[config.mk]
export PLATFORM = sky130hd
export DESIGN_NAME = rand_arbiter_flat
export DESIGN_NICKNAME = d
export VERILOG_FILES = /design/src/rtl/rand_arbiter_pkg.sv /design/src/rtl/rand_arbiter_if.sv /design/src/rtl/lfsr10_core.sv /design/src/rtl/rand_arbiter.sv /design/src/flat_wrapper.sv
export SDC_FILE = /design/constraint.sdc
export NUM_CORES = 1
export LEC_CHECK = 0
export ABC_CLOCK_PERIOD_IN_PS = 4000
export BUFFER_PORTS_ARGS = -buffer_cell sky130_fd_sc_hd__buf_4
export CAP_MARGIN = 20
export CORE_MARGIN = 2
export CORE_UTILIZATION = 56
export DETAILED_ROUTE_END_ITERATION = 16
export GPL_TIMING_DRIVEN = 1
export PLACE_DENSITY = 0.8
export REMOVE_ABC_BUFFERS = 1
export SYNTH_ARGS = -nofsm -noshare
export SYNTH_HDL_FRONTEND = slang
export SYNTH_SLANG_ARGS = --single-unit
[constraint.sdc]
create_clock -name clk -period 4 [get_ports clk]
set_input_delay 0.4 -clock clk [delete_from_list [all_inputs] [get_ports clk]]
set_output_delay 0.4 -clock clk [all_outputs]
set_load 0.05 [all_outputs]
[src/rtl/rand_arbiter_pkg.sv]
// Shared definitions for the random-number arbiter: FSM encoding, LFSR width,
// reset seed and feedback taps.
package rand_arbiter_pkg;

    localparam int unsigned LFSR_W = 10;

    // Value the LFSR holds after reset.
    localparam logic [LFSR_W-1:0] LFSR_SEED_DEFAULT = 10'h155;

    // Right-shifting Galois form: old[0] is fed back into bits 9, 8, 6 and 5.
    localparam logic [LFSR_W-1:0] LFSR_TAPS = 10'h360;

    // A zero seed would lock the LFSR, so it is replaced by this value.
    localparam logic [LFSR_W-1:0] LFSR_ZERO_SUBST = 10'h001;

    typedef enum logic [1:0] {
        StIdle,
        StReduce,
        StDone
    } arb_state_e;

    function automatic logic [LFSR_W-1:0] lfsr_next(input logic [LFSR_W-1:0] cur);
        return (cur >> 1) ^ (cur[0] ? LFSR_TAPS : '0);
    endfunction

endpackage

[src/rtl/rand_arbiter_if.sv]
// Request/result bus between requesters (master) and the arbiter (slave).
interface rand_arbiter_if #(
    parameter int unsigned N_REQ = 3
);
    logic                  reseed;
    logic [9:0]            seed;
    logic [N_REQ-1:0]      req;
    logic [10*N_REQ-1:0]   lim_flat;
    logic [N_REQ-1:0]      ack;
    logic [9:0]            rand_val;
    logic [1:0]            grant_id;
    logic                  busy;

    modport master (
        output reseed, seed, req, lim_flat,
        input  ack, rand_val, grant_id, busy
    );

    modport slave (
        input  reseed, seed, req, lim_flat,
        output ack, rand_val, grant_id, busy
    );
endinterface

[src/rtl/lfsr10_core.sv]
// Free-running 10-bit LFSR with synchronous reset and parallel load.
module lfsr10_core
    import rand_arbiter_pkg::*;
#(
    parameter logic [LFSR_W-1:0] SEED = LFSR_SEED_DEFAULT
) (
    input  logic              clk,
    input  logic              rst,
    input  logic              load,
    input  logic [LFSR_W-1:0] load_val,
    output logic [LFSR_W-1:0] state
);

    logic [LFSR_W-1:0] r_state;

    // Reset beats load, load beats advance.
    always_ff @(posedge clk) begin
        if (rst) begin
            r_state <= SEED;
        end else if (load) begin
            r_state <= load_val;
        end else begin
            r_state <= lfsr_next(r_state);
        end
    end

    assign state = r_state;

endmodule

[src/rtl/rand_arbiter.sv]
// Round-robin arbiter that hands each winner a random value reduced modulo its
// own limit, using a 10-step restoring modulo datapath.
module rand_arbiter
    import rand_arbiter_pkg::*;
#(
    parameter int unsigned       N_REQ        = 3,
    parameter logic [LFSR_W-1:0] SEED_DEFAULT = LFSR_SEED_DEFAULT
) (
    input  logic          clk,
    input  logic          rst,
    rand_arbiter_if.slave arb_bus
);

    arb_state_e  r_state, w_state_next;
    logic [1:0]  r_last, w_last_next;
    logic [1:0]  r_grant, w_grant_next;
    logic [9:0]  r_opnd, w_opnd_next;
    logic [9:0]  r_lim, w_lim_next;
    logic [9:0]  r_rand, w_rand_next;
    logic [3:0]  r_k, w_k_next;

    logic [9:0]  w_lfsr;
    logic [9:0]  w_load_val;
    logic        w_any_req;
    logic        w_found_hi;
    logic [1:0]  w_lo_idx;
    logic [1:0]  w_hi_idx;
    logic [1:0]  w_winner;
    logic [9:0]  w_win_lim;
    logic [18:0] w_shifted;
    logic [9:0]  w_step;
    logic [N_REQ-1:0] w_ack;

    assign w_load_val = (arb_bus.seed == '0) ? LFSR_ZERO_SUBST : arb_bus.seed;

    lfsr10_core #(
        .SEED (SEED_DEFAULT)
    ) u_lfsr (
        .clk      (clk),
        .rst      (rst),
        .load     (arb_bus.reseed),
        .load_val (w_load_val),
        .state    (w_lfsr)
    );

    // Round-robin pick: first requester above last_grant, else lowest requester.
    always_comb begin
        w_any_req  = 1'b0;
        w_found_hi = 1'b0;
        w_lo_idx   = '0;
        w_hi_idx   = '0;
        w_win_lim  = '0;
        for (int i = 0; i < int'(N_REQ); i++) begin
            if (!w_any_req && arb_bus.req[i]) begin
                w_any_req = 1'b1;
                w_lo_idx  = 2'(i);
            end
            if (!w_found_hi && arb_bus.req[i] && (i > int'(r_last))) begin
                w_found_hi = 1'b1;
                w_hi_idx   = 2'(i);
            end
        end
        w_winner = w_found_hi ? w_hi_idx : w_lo_idx;
        for (int i = 0; i < int'(N_REQ); i++) begin
            if (w_winner == 2'(i)) begin
                w_win_lim = arb_bus.lim_flat[i*10 +: 10];
            end
        end
    end

    // One restoring-modulo step; the 19-bit compare keeps lim<<9 exact.
    always_comb begin
        w_shifted = {9'd0, r_lim} << r_k;
        w_step    = r_opnd;
        if ({9'd0, r_opnd} >= w_shifted) begin
            // Subtrahend is <= operand here, so its upper bits are zero.
            w_step = r_opnd - w_shifted[9:0];
        end
    end

    // FSM next-state and datapath updates.
    always_comb begin
        w_state_next = r_state;
        w_last_next  = r_last;
        w_grant_next = r_grant;
        w_opnd_next  = r_opnd;
        w_lim_next   = r_lim;
        w_rand_next  = r_rand;
        w_k_next     = r_k;
        unique case (r_state)
            StIdle: begin
                if (w_any_req) begin
                    w_state_next = StReduce;
                    w_opnd_next  = w_lfsr;
                    w_lim_next   = w_win_lim;
                    w_grant_next = w_winner;
                    w_k_next     = 4'd9;
                end
            end
            StReduce: begin
                w_opnd_next = w_step;
                w_k_next    = r_k - 4'd1;
                if (r_k == 4'd0) begin
                    w_state_next = StDone;
                    w_rand_next  = w_step;
                end
            end
            StDone: begin
                w_state_next = StIdle;
                w_last_next  = r_grant;
            end
            default: w_state_next = StIdle;
        endcase
    end

    // State register; reset abandons any in-flight operation.
    always_ff @(posedge clk) begin
        if (rst) begin
            r_state <= StIdle;
            r_last  <= 2'(N_REQ - 1);
            r_grant <= '0;
            r_opnd  <= '0;
            r_lim   <= '0;
            r_rand  <= '0;
            r_k     <= '0;
        end else begin
            r_state <= w_state_next;
            r_last  <= w_last_next;
            r_grant <= w_grant_next;
            r_opnd  <= w_opnd_next;
            r_lim   <= w_lim_next;
            r_rand  <= w_rand_next;
            r_k     <= w_k_next;
        end
    end

    // Ack pulse goes only to the granted requester while in DONE.
    always_comb begin
        w_ack = '0;
        for (int i = 0; i < int'(N_REQ); i++) begin
            w_ack[i] = (r_state == StDone) && (r_grant == 2'(i));
        end
    end

    assign arb_bus.ack      = w_ack;
    assign arb_bus.rand_val = r_rand;
    assign arb_bus.grant_id = r_grant;
    assign arb_bus.busy     = (r_state != StIdle);

endmodule

[src/flat_wrapper.sv]
// flat-port wrapper written by rule: the top's interface ports become plain ports
module rand_arbiter_flat import rand_arbiter_pkg::*;
#(
    parameter int unsigned       N_REQ        = 3,
    parameter logic [LFSR_W-1:0] SEED_DEFAULT = LFSR_SEED_DEFAULT
)
  (clk, rst, arb_bus_reseed, arb_bus_seed, arb_bus_req, arb_bus_lim_flat, arb_bus_ack, arb_bus_rand_val, arb_bus_grant_id, arb_bus_busy);
  rand_arbiter_if #(.N_REQ(N_REQ)) arb_bus_i ();
  input  logic clk;
  input  logic rst;
  input wire logic [$bits(arb_bus_i.reseed)-1:0] arb_bus_reseed;
  input wire logic [$bits(arb_bus_i.seed)-1:0] arb_bus_seed;
  input wire logic [$bits(arb_bus_i.req)-1:0] arb_bus_req;
  input wire logic [$bits(arb_bus_i.lim_flat)-1:0] arb_bus_lim_flat;
  output wire logic [$bits(arb_bus_i.ack)-1:0] arb_bus_ack;
  output wire logic [$bits(arb_bus_i.rand_val)-1:0] arb_bus_rand_val;
  output wire logic [$bits(arb_bus_i.grant_id)-1:0] arb_bus_grant_id;
  output wire logic [$bits(arb_bus_i.busy)-1:0] arb_bus_busy;
  assign arb_bus_i.reseed = arb_bus_reseed;
  assign arb_bus_i.seed = arb_bus_seed;
  assign arb_bus_i.req = arb_bus_req;
  assign arb_bus_i.lim_flat = arb_bus_lim_flat;
  assign arb_bus_ack = arb_bus_i.ack;
  assign arb_bus_rand_val = arb_bus_i.rand_val;
  assign arb_bus_grant_id = arb_bus_i.grant_id;
  assign arb_bus_busy = arb_bus_i.busy;
  rand_arbiter #(.N_REQ(N_REQ), .SEED_DEFAULT(SEED_DEFAULT)) u_core (.clk(clk), .rst(rst), .arb_bus(arb_bus_i));
endmodule
Word-level counts from Yosys, hierarchy flattened

Cells that the tools add are included.

Register bits: 50
Output and inout bits: 16

Add/sub/neg operators: 2
Reductions and logical operators: 22
Bitwise operators: 1
Shift-type cells: 1
Multiplexer cells: 24
Equality and inequality tests: 8
Magnitude comparators: 3

Operator list:

| operator              | number |
|---|---|
| $mux W10              | 8 |
| $pmux W10 S2          | 1 |
| $ge A10 B19 Y1        | 1 |
| $shl A10 B4 Y19       | 1 |
| $logic_not A10 Y1     | 1 |
| $mux W2               | 5 |
| $sub A10 B10 Y10      | 1 |
| $xor A9 B10 Y10       | 1 |
| $logic_and A1 B1 Y1   | 8 |
| $pmux W4 S2           | 1 |
| $reduce_and A2 Y1     | 4 |
| $mux W1               | 7 |
| $eq A2 B1 Y1 const B  | 3 |
| $eq A2 B2 Y1 const B  | 3 |
| $logic_not A2 Y1      | 3 |
| $logic_not A4 Y1      | 1 |
| $mux W4               | 1 |
| $ne A2 B1 Y1 const B  | 2 |
| $pmux W2 S2           | 1 |
| $reduce_bool A2 Y1    | 2 |
| $sub A4 B1 Y4 const B | 1 |
| $logic_not A1 Y1      | 3 |
| $gt A1 B2 Y1 const A  | 1 |
| $gt A2 B2 Y1 const A  | 1 |

Depth between registers and ports, before layout

Gate-level depths: netlist of the first run.

Depth in word-level cells: 12
Gate-level depth with buffers: 16
Gate-level depth less buffers: 13

By module

Synthesis of the first run repeated with hierarchy kept, for this count alone.

Cell total of the unflattened synthesis: 464
Area total of the unflattened synthesis: 3535.9 um^2

By module, submodules not included:

| module       | instances | area an instance (um^2) | seq. area each (um^2) | cells an instance |
|---|---|---|---|---|
| rand_arbiter | 1         | 3140.5                  | 800.8                 | 427 |
| lfsr10_core  | 1         | 395.4                   | 200.2                 | 37 |

Least setup slack after synthesis of the first run

OpenSTA, ideal clock, no wires.

Path type: reg-to-reg
Start point: reg u_core.r_k[0]
End point: reg u_core.r_opnd[7]
Data required time: 3926 ps
Library setup time: 74 ps
Period minus slack after synthesis: 3120 ps
Buffers on the path: 3
Slack: 880 ps
Stages on the path, launching flop included: 16
Arrival: 3045 ps
Cells stage by stage: dfxtp_1 buf_6 buf_2 nand2_1 o22ai_1 nand2_1 a21o_1 ha_1 a21oi_1 inv_1 o311a_1 o221a_2 o22ai_1 buf_2 o211ai_1 a31oi_1

Cells in the longest elaborated chain, start to end: 4
Elaborated cells on any way between the ends: 5

RTL lines:

| what                                                      | RTL line                               | text |
|---|---|---|
| start, declared                                           | rand_arbiter.sv:20                     | `logic [3:0] r_k, w_k_next;` |
| start signal, assigned                                    | rand_arbiter.sv:133                    | `r_k <= w_k_next;` |
| $shl A10 B4 Y19 *                                         | rand_arbiter.sv:73                     | `w_shifted = {9'd0, r_lim} << r_k;` |
| $ge A10 B19 Y1 / $sub A10 B10 Y10 (equally long branches) | rand_arbiter.sv:75, rand_arbiter.sv:77 |  |
| $mux W10 *                                                | rand_arbiter.sv:75                     | `if ({9'd0, r_opnd} >= w_shifted) begin` |
| $pmux W10 S2 *                                            | rand_arbiter.sv:90                     | `unique case (r_state)` |
| end signal, assigned                                      | rand_arbiter.sv:130                    | `r_opnd <= w_opnd_next;` |
| end, declared                                             | rand_arbiter.sv:17                     | `logic [9:0] r_opnd, w_opnd_next;` |

Mark *: on every way between the ends. The rest lies on a longest branch, timed or not.
A chain may end at the register's enable or synchronous reset.

Worst setup path after layout of the first run

Start point: reg u_core.r_k[0]
End point: reg u_core.r_opnd[8]

Same word-level chain as after synthesis.

==> impl_metrics.ini, run 1 <==
[routing]
route.met3.wl_um = 703
finalWirelength_um = 8754
drt-initial-drc-count = 366
ant_nets = 0
wl_met2_um = 3872
first_pass_iters = 4
wl_met1_um = 4075
drc_errors = 0
routed_via_density = 5.972
vias = 3249
highest_layer = met4
wl_per_cell_um = 16.09

[clocking]
cts_buffer_depth = 2
clk_pin_slew_ns = 0.09
htreeDepth = 2
cts.sinks = 50
tritoncts = built
cts_root_buf = clkbuf_8
cts_buffers = 5
cts_resized = 0
postCtsHoldBufs = 0
postCtsSetupBuffers = 0
clock_latency_ns = 0.30

[global_routing]
grt_pass1_vias = 3010
grt_use_total_pct = 28.37
grt_overflow = 0
antenna_found_initial = 0
grt_pass1_wl_um = 14770
grt_max_degree = 39

[die]
row_count = 28
ios = 62
core_area_sq_um = 5851
die_h_um = 81.34
die_x_um = 81.34
die-area_sq_um = 6616
start_util_pct = 57.25

[synthesis]
yosysSeqAreaShare_pct = 29.88
synth_cell_type_count = 57
avgSynthCellArea_sq_um = 8.013
synth_common_cells = nor2_1 (58), nand2_1 (51), dfxtp_1 (50)
synthesis.area_sq_um = 3349
ys_dominant_reg_cell = dfxtp_1
async_flop_share_pct = 0
synth_edf_count = 0
netlist.area_leader.share_pct = 29.88
synth.most_common_cell = nor2_1
synth_cells = 418
yosys_warnings = 0
synth-seq-cells = 50
yosys-top-cells-area = dfxtp_1 (30%), mux2i_1 (7.8%), nor2_1 (6.5%)
yosysTopAreaCell = dfxtp_1

[worst_setup_path]
end_kind = register
cp-start-kind = register
r2r_start = u_core.r_k[0]
reg2reg_depth = 14
crit_fanout = 13
worstPathArrival_ns = 3.85
path_cells = buf_4, nand2_1, o22ai_1, nand2_1, a21o_1, ha_1, a21oi_1, inv_1, o311a_1, o221a_2, o22ai_1, buf_4, o211ai_1, a31oi_1
cp_slowest_cell = dfxtp_1
reg2reg_to = u_core.r_opnd[8]
worst_path_largest_cell_delay_ns = 0.64
rrSetupSlack_ns = 0.38
path_class = reg2reg
required_ns = 4.23

[sta]
tns_ns = 0
setup_viol = 0
fmax_mhz = 276.6
fin_crit_ns = 3.615
relSlewSlack_pct = 57.80
hold_viol = 0
tightest_slew_ns = 0.6330
slew_viol_final = 0
rsz0062_at_grt = no
period_share_pct = 90.38
skew_ns = 0.006921
hold_slack_ns = 0.3159

[hold_path]
whs_path_depth = 3
worstHoldStart = arb_bus_seed[4]
hold_path.class = in2reg
worstHoldEndpoint = u_core.u_lfsr.state[4]

[placed_design]
place_hpwl_um = 6484
io_buffer_count = 61
gp_congestion = 0.9371

[cells_and_area]
drive_gt1_share_pct = 20.68
syn2layout_area_growth_pct = 17.82
final_util_pct = 67.45
finalNetCount = 526
antenna_cells = 0

[status]
outcome = finished clean

[power]
power_leakage_nw = 1.686
power.density_nw_per_um2 = 550.9
ir_drop_mv = 0.4430

[job]
maxCapViolations = 0
-- report_power, final --
group,leakage (nW),internal [mW],switching [mW]
registers,0.413,0.571,0.0961
logic,1.22,0.486,0.702
clock network,0.0514,0.143,0.175
-- kinds of logic after synthesis --
kind of cell	Yosys count	share of synthesized area (%)
AOI/OAI and AO/OA	120	24.36
muxes	35	13.49
DFF	50	29.88
and+or+nand+nor	150	19.57
buffers and inverters	40	5.118
xor gates and xnor gates	11	2.876
adders and majority gates	12	4.707
-- layer usage --
layer	vias to the layer above	track usage, %
met3	10	4.222
met5	-	0
met2	108	43.85
met4	0	5.593
met1	1509	41.91
li1	1622	-
-- worst max-delay path by stage --
stage | start | to | slack [ns] | cells past startpoint
after floorplan | u_core.r_k[0] | u_core.arb_bus.rand_val[2] | 0.43 | 11
after global placement | u_core.r_k[0] | u_core.r_opnd[4] | 0.63 | 14
after detailed placement | u_core.r_k[0] | u_core.r_opnd[8] | 0.46 | 14
after CTS | u_core.r_k[0] | u_core.r_opnd[8] | 0.43 | 14
after global routing | u_core.r_k[0] | u_core.r_opnd[0] | 0.09 | 13
final | u_core.r_k[0] | u_core.r_opnd[8] | 0.38 | 14
-- critical path, delay by kind of cell (launching register included) --
family / cells / cell delay [ns]
fa+ha+maj: 1 / 0.35
buf+inv: 3 / 0.54
flops: 1 / 0.64
simple gates: 2 / 0.15
compound gates: 8 / 1.85
-- registers in the layout (all words and copies together), names as in the netlist --
name and flops:
u_core.r_opnd 10, u_core.u_lfsr.state 10, u_core.r_lim 10, u_core.r_last 2, u_core.arb_bus.grant_id 2, u_core.r_k 4
u_core.r_state 2, u_core.arb_bus.rand_val 10
-- layout make-up --
type | instances | area [sq um]
Clock buffer | 6 | 82.58
Clock inverter | 2 | 17.52
Fill cell | 527 | 1904
Inverter | 13 | 48.80
Multi-Input combinational cell | 328 | 2177
Sequential cell | 50 | 1001
Tap cell | 75 | 93.84
Timing Repair Buffer | 70 | 525.5
-- layout by cell type (no fill, tap or decap), types with 2 or more instances in the layout --
master	instances
buf_4	70
o211ai_1	13
o22ai_1	2
dfxtp_1	50
a211oi_1	11
mux4_2	8
nor2b_1	3
nand4_1	2
or3_1	2
nand2_1	51
xor2_1	5
mux2i_1	26
a21o_1	5
a21oi_1	37
o221ai_1	3
nor2_1	58
a31oi_1	12
o21ai_0	14
clkinv_4	2
clkbuf_8	6
nand3_1	9
inv_1	13
or2_2	3
nor3_1	8
nand2b_1	6
a22oi_1	3
ha_1	11
xnor2_1	6
nor3b_1	2
-- per-stage QoR --
step	cell area [sq um]	total power [mW]	instances	worst slack [ns]
3_5_place_dp	3846	1.838	536	0.4568
3_3_place_gp	3846	1.833	536	0.6287
5_1_grt	3946	2.336	544	0.08665
6_report	3946	2.174	544	0.3848
4_1_cts	3946	2.158	544	0.4259
2_1_floorplan	3227	1.507	391	0.4342
(Power assumes the default switching activity.)
==> inputs of run 2 (changes only) <==
CORE_ASPECT_RATIO = 0.5   (was not set)
==> impl_metrics.ini, run 2 (synthesis results as in run 1) <==
[placed_design]
io_buffer_count = 61
place_hpwl_um = 6478
gp_congestion = 0.9002
preCtsSetupSlack_ns = 0.6641

[clocking]
cts_resized = 0
postCtsHoldBufs = 0
cts_buffer_depth = 2
clock_latency_ns = 0.29
postCtsSetupBuffers = 0
htreeDepth = 2
cts_buffers = 5
tritoncts = built
cts_root_buf = clkbuf_16
clk_pin_slew_ns = 0.07
cts.sinks = 50

[worst_setup_path]
path_class = reg2reg
path_cells = mux4_2, nand2_1, o21ai_0, nand2_1, ha_1, o211ai_1, a21oi_1, o311a_1, o221a_2, a2bb2oi_4, mux2i_1, a21oi_1
path_delay_family = compound AO/OA/AOI/OAI gates
r2r_start = u_core.r_k[0]
cp_slowest_cell = mux4_2
crit_fanout = 16
worst_path_largest_cell_delay_ns = 0.61
reg2reg_depth = 12
reg2reg_to = u_core.arb_bus.rand_val[4]
rrSetupSlack_ns = 0.58
startpoint = u_core.r_k[0]
cp-start-kind = register
end_kind = register
required_ns = 4.17
cp_num_buf_inv = 0
crit_cells = 12
worstSetupEndpoint = u_core.arb_bus.rand_val[4]
worstPathArrival_ns = 3.59

[routing]
ant_nets = 0
drc_errors = 0
routed_via_density = 6.076
vias = 3281
first_pass_iters = 4
drt-initial-drc-count = 258
finalWirelength_um = 8534
wl_per_cell_um = 15.80

[cells_and_area]
layout_commonest_cell = buf_4
final_util_pct = 70.91
antenna_cells = 0
nFillCells = 477
syn2layout_area_growth_pct = 19.28
layout_common_cells = buf_4 (68), nor2_1 (58), nand2_1 (51)
finalNetCount = 524
drive_gt1_share_pct = 20.13

[sta]
hold_slack_ns = 0.3394
fmax_mhz = 292.4
hold_viol = 0
skew_ns = 0.006522
fin_ws_ns = 0.5797
tightest_slew_ns = 0.9163
period_share_pct = 85.51
tns_ns = 0
fin_crit_ns = 3.420
slew_viol_final = 0
relSlewSlack_pct = 38.79
rsz0062_at_grt = no
setup_viol = 0

[die]
start_util_pct = 59.45
core_area_sq_um = 5634
die-area_sq_um = 6653
row_count = 19
die_x_um = 113.4
die_h_um = 58.69
ios = 62

[global_routing]
grt_pass1_wl_um = 13880
busiest_layer = met2
met3_usage_pct = 4.119
grt_pass1_vias = 2893
antenna_found_initial = 0
grt_use_total_pct = 26.05
grt_overflow = 0
met1_usage_pct = 36.62
grt_max_degree = 39
use_met2_pct = 42.94

[power]
power_leakage_nw = 1.702
power.density_nw_per_um2 = 580.6
power_mw = 2.319
ir_drop_mv = 0.2252

[job]
maxCapViolations = 0

[hold_path]
hold_path.class = in2reg
worstHoldStart = arb_bus_seed[6]

[status]
outcome = finished clean
==> run 2: cell count changes in the layout (fill, tap and decap cells not counted), sizes merged <==
cell	before	now
buf	70	68
bufinv	0	1
clkinv	2	0
clkinvlp	0	1
==> run 2: report_power, final <==
group	switching, mW	internal [mW]	total [mW]
sequential	0.0912	0.571	0.663
combinational	0.700	0.482	1.18
clock	0.179	0.295	0.474
==> run 2: worst min path at each step <==
stage | end | slack, ns | cells after the start
2_1_floorplan | u_core.r_opnd[2] | 0.43 | 2
3_5_place_dp | u_core.arb_bus.rand_val[0] | 0.45 | 2
4_1_cts | u_core.u_lfsr.state[6] | 0.34 | 3
5_1_grt | u_core.u_lfsr.state[6] | 0.35 | 3
3_3_place_gp | u_core.arb_bus.rand_val[1] | 0.45 | 2
6_report | u_core.u_lfsr.state[6] | 0.34 | 3
==> run 2: routing by layer <==
metal,vias up,wire (um)
li1,1614,-
met3,11,601
met1,1527,4035
met4,0,82
met5,-,0
met2,129,3814
==> run 2: tightest hold or removal path, stage by stage <==
cell and delay, ns:
buf_4 0.08, mux2i_1 0.06, nand2_1 0.06
==> run 2: cell type report <==
| type | count | area (sq um) | share of cell area (%) |
|---|---|---|---|
| clock buffers | 6 | 128.9 | 3.226 |
| multi-input cells | 328 | 2177 | 54.49 |
| repair buffers | 68 | 510.5 | 12.78 |
| well taps | 73 | 91.34 | 2.286 |
| flip-flops and latches | 50 | 1001 | 25.05 |
| inverters | 13 | 48.80 | 1.221 |
| clock inverters | 2 | 37.54 | 0.9396 |
==> run 2: metrics by stage <==
step,instances,area (sq um)
after floorplan,391,3227
after global placement,531,3821
after detailed placement,531,3821
after CTS,539,3988
after global routing,540,3995
final,540,3995
==> inputs of run 3 (changes only) <==
BUFFER_PORTS_ARGS = not set   (was -buffer_cell sky130_fd_sc_hd__buf_4)
CORE_UTILIZATION = 60   (was 56)
DONT_BUFFER_PORTS = 1   (was not set)
PLACE_DENSITY = 0.76   (was 0.8)
==> impl_metrics.ini, run 3 (synthesis results as in run 1) <==
[power]
p_sw_share_pct = 44.91
internal_power_mw = 1.142
ir_drop_mv = 0.2773
power_leakage_nw = 1.382
p_sw_mw = 0.9311
p_seq_share_pct = 35.0
clockPowerShare_pct = 15.0
power.density_nw_per_um2 = 593.9
pwr-share-comb_pct = 50.0

[global_routing]
grt_pass1_vias = 2849
grt_overflow = 0
grt_max_degree = 39
grt_use_total_pct = 27.95
grt_pass1_wl_um = 13790
antenna_found_initial = 0

[sta]
slew_viol_final = 0
setup_viol = 0
fin_ws_ns = 0.5858
period_share_pct = 85.35
tightest_slew_ns = 0.8989
skew_ns = 0.01127
hold_viol = 0
fin_crit_ns = 3.414
fmax_mhz = 292.9
rsz0062_at_grt = no
relSlewSlack_pct = 39.95
tns_ns = 0

[routing]
vias = 3067
finalWirelength_um = 8196
drt-initial-drc-count = 285
drc_errors = 0
ant_nets = 0
routed_via_density = 6.376
wl_per_cell_um = 17.04
first_pass_iters = 5

[hold_path]
hold_path.class = in2reg
whs_path_depth = 1

[placed_design]
place_hpwl_um = 6253
gp_congestion = 0.9870
io_buffer_count = 0
preCtsSetupSlack_ns = 0.6166

[clocking]
htreeDepth = 2
cts_root_buf = clkbuf_8
clock_latency_ns = 0.30
clk_pin_slew_ns = 0.10
tritoncts = built
cts_buffer_depth = 2
postCtsHoldBufs = 0
cts_buffers = 5
cts_resized = 0
postCtsSetupBuffers = 0
cts.sinks = 50

[worst_setup_path]
path_class = reg2reg
cp-start-kind = register
reg2reg_depth = 13
end_kind = register
required_ns = 4.23
crit_fanout = 13
worstPathArrival_ns = 3.65

[cells_and_area]
antenna_cells = 0
nFillCells = 472
layout_commonest_cell = nor2_1
syn2layout_area_growth_pct = 4.221
finalNetCount = 465
drive_gt1_share_pct = 9.314
layout_common_cells = nor2_1 (58), nand2_1 (51), dfxtp_1 (50)

[job]
maxCapViolations = 0

[die]
die-area_sq_um = 6232
row_count = 19
die_x_um = 109.7
ios = 62
start_util_pct = 61.53
die_h_um = 56.83
core_area_sq_um = 5444

[status]
outcome = finished clean
run 3: cell type report:
cell class / instances / area, sq um / area share [%]
Multi-Input combinational cell: 328 / 2187 / 62.65
Sequential cell: 50 / 1001 / 28.67
Tap cell: 73 / 91.34 / 2.616
Clock buffer: 6 / 82.58 / 2.366
Timing Repair Buffer: 9 / 67.56 / 1.935
Inverter: 13 / 48.80 / 1.398
Clock inverter: 2 / 12.51 / 0.3584
run 3: per-stage QoR:
| stage | hold slack (ns) | area (sq um) | total power, mW | cells | utilization (%) |
|---|---|---|---|---|---|
| after floorplan | 0.4345 | 3227 | 1.507 | 391 | - |
| after global placement | 0.4577 | 3388 | 1.727 | 472 | 62.24 |
| after detailed placement | 0.4590 | 3388 | 1.752 | 472 | 62.24 |
| after CTS | 0.1546 | 3483 | 2.058 | 480 | 63.99 |
| after global routing | 0.1519 | 3491 | 2.221 | 481 | 64.12 |
| final | 0.1605 | 3491 | 2.073 | 481 | 64.12 |
run 3: critical path, stage by stage (launching register included):
cell,delay [ns]
dfxtp_1,0.60
buf_4,0.26
inv_1,0.12
mux2i_1,0.29
nand2_1,0.11
ha_1,0.36
o211ai_1,0.11
a21oi_1,0.19
o311a_1,0.25
o221a_2,0.27
o22ai_1,0.08
buf_4,0.20
or3_1,0.34
a31oi_1,0.18
run 3: final timing paths:
check,start,endpoint,slack [ns]
worst max register to register,u_core.r_k[0],u_core.arb_bus.rand_val[2],0.59
worst max-delay path,u_core.r_k[0],u_core.arb_bus.rand_val[2],0.59
worst min-delay path,rst,u_core.arb_bus.grant_id[0],0.16
worst min register to register,u_core.u_lfsr.state[7],u_core.r_opnd[7],0.48
run 3: layer usage:
layer / share of wire, % / vias to the layer above / global-route usage [%]
met1: 48 / 1433 / 40.17
met3: 7.2 / 12 / 5.343
met5: 0 / - / 0
met4: 1.2 / 0 / 5.606
met2: 43 / 132 / 43.74
li1: - / 1490 / -
run 3: power groups by stage:
stage / registers [mW] / clock network, mW / logic (mW)
after floorplan: 0.716 / 0 / 0.791
after global placement: 0.731 / 0 / 0.996
after detailed placement: 0.735 / 0 / 1.02
after CTS: 0.724 / 0.312 / 1.02
after global routing: 0.739 / 0.333 / 1.15
final: 0.726 / 0.310 / 1.04
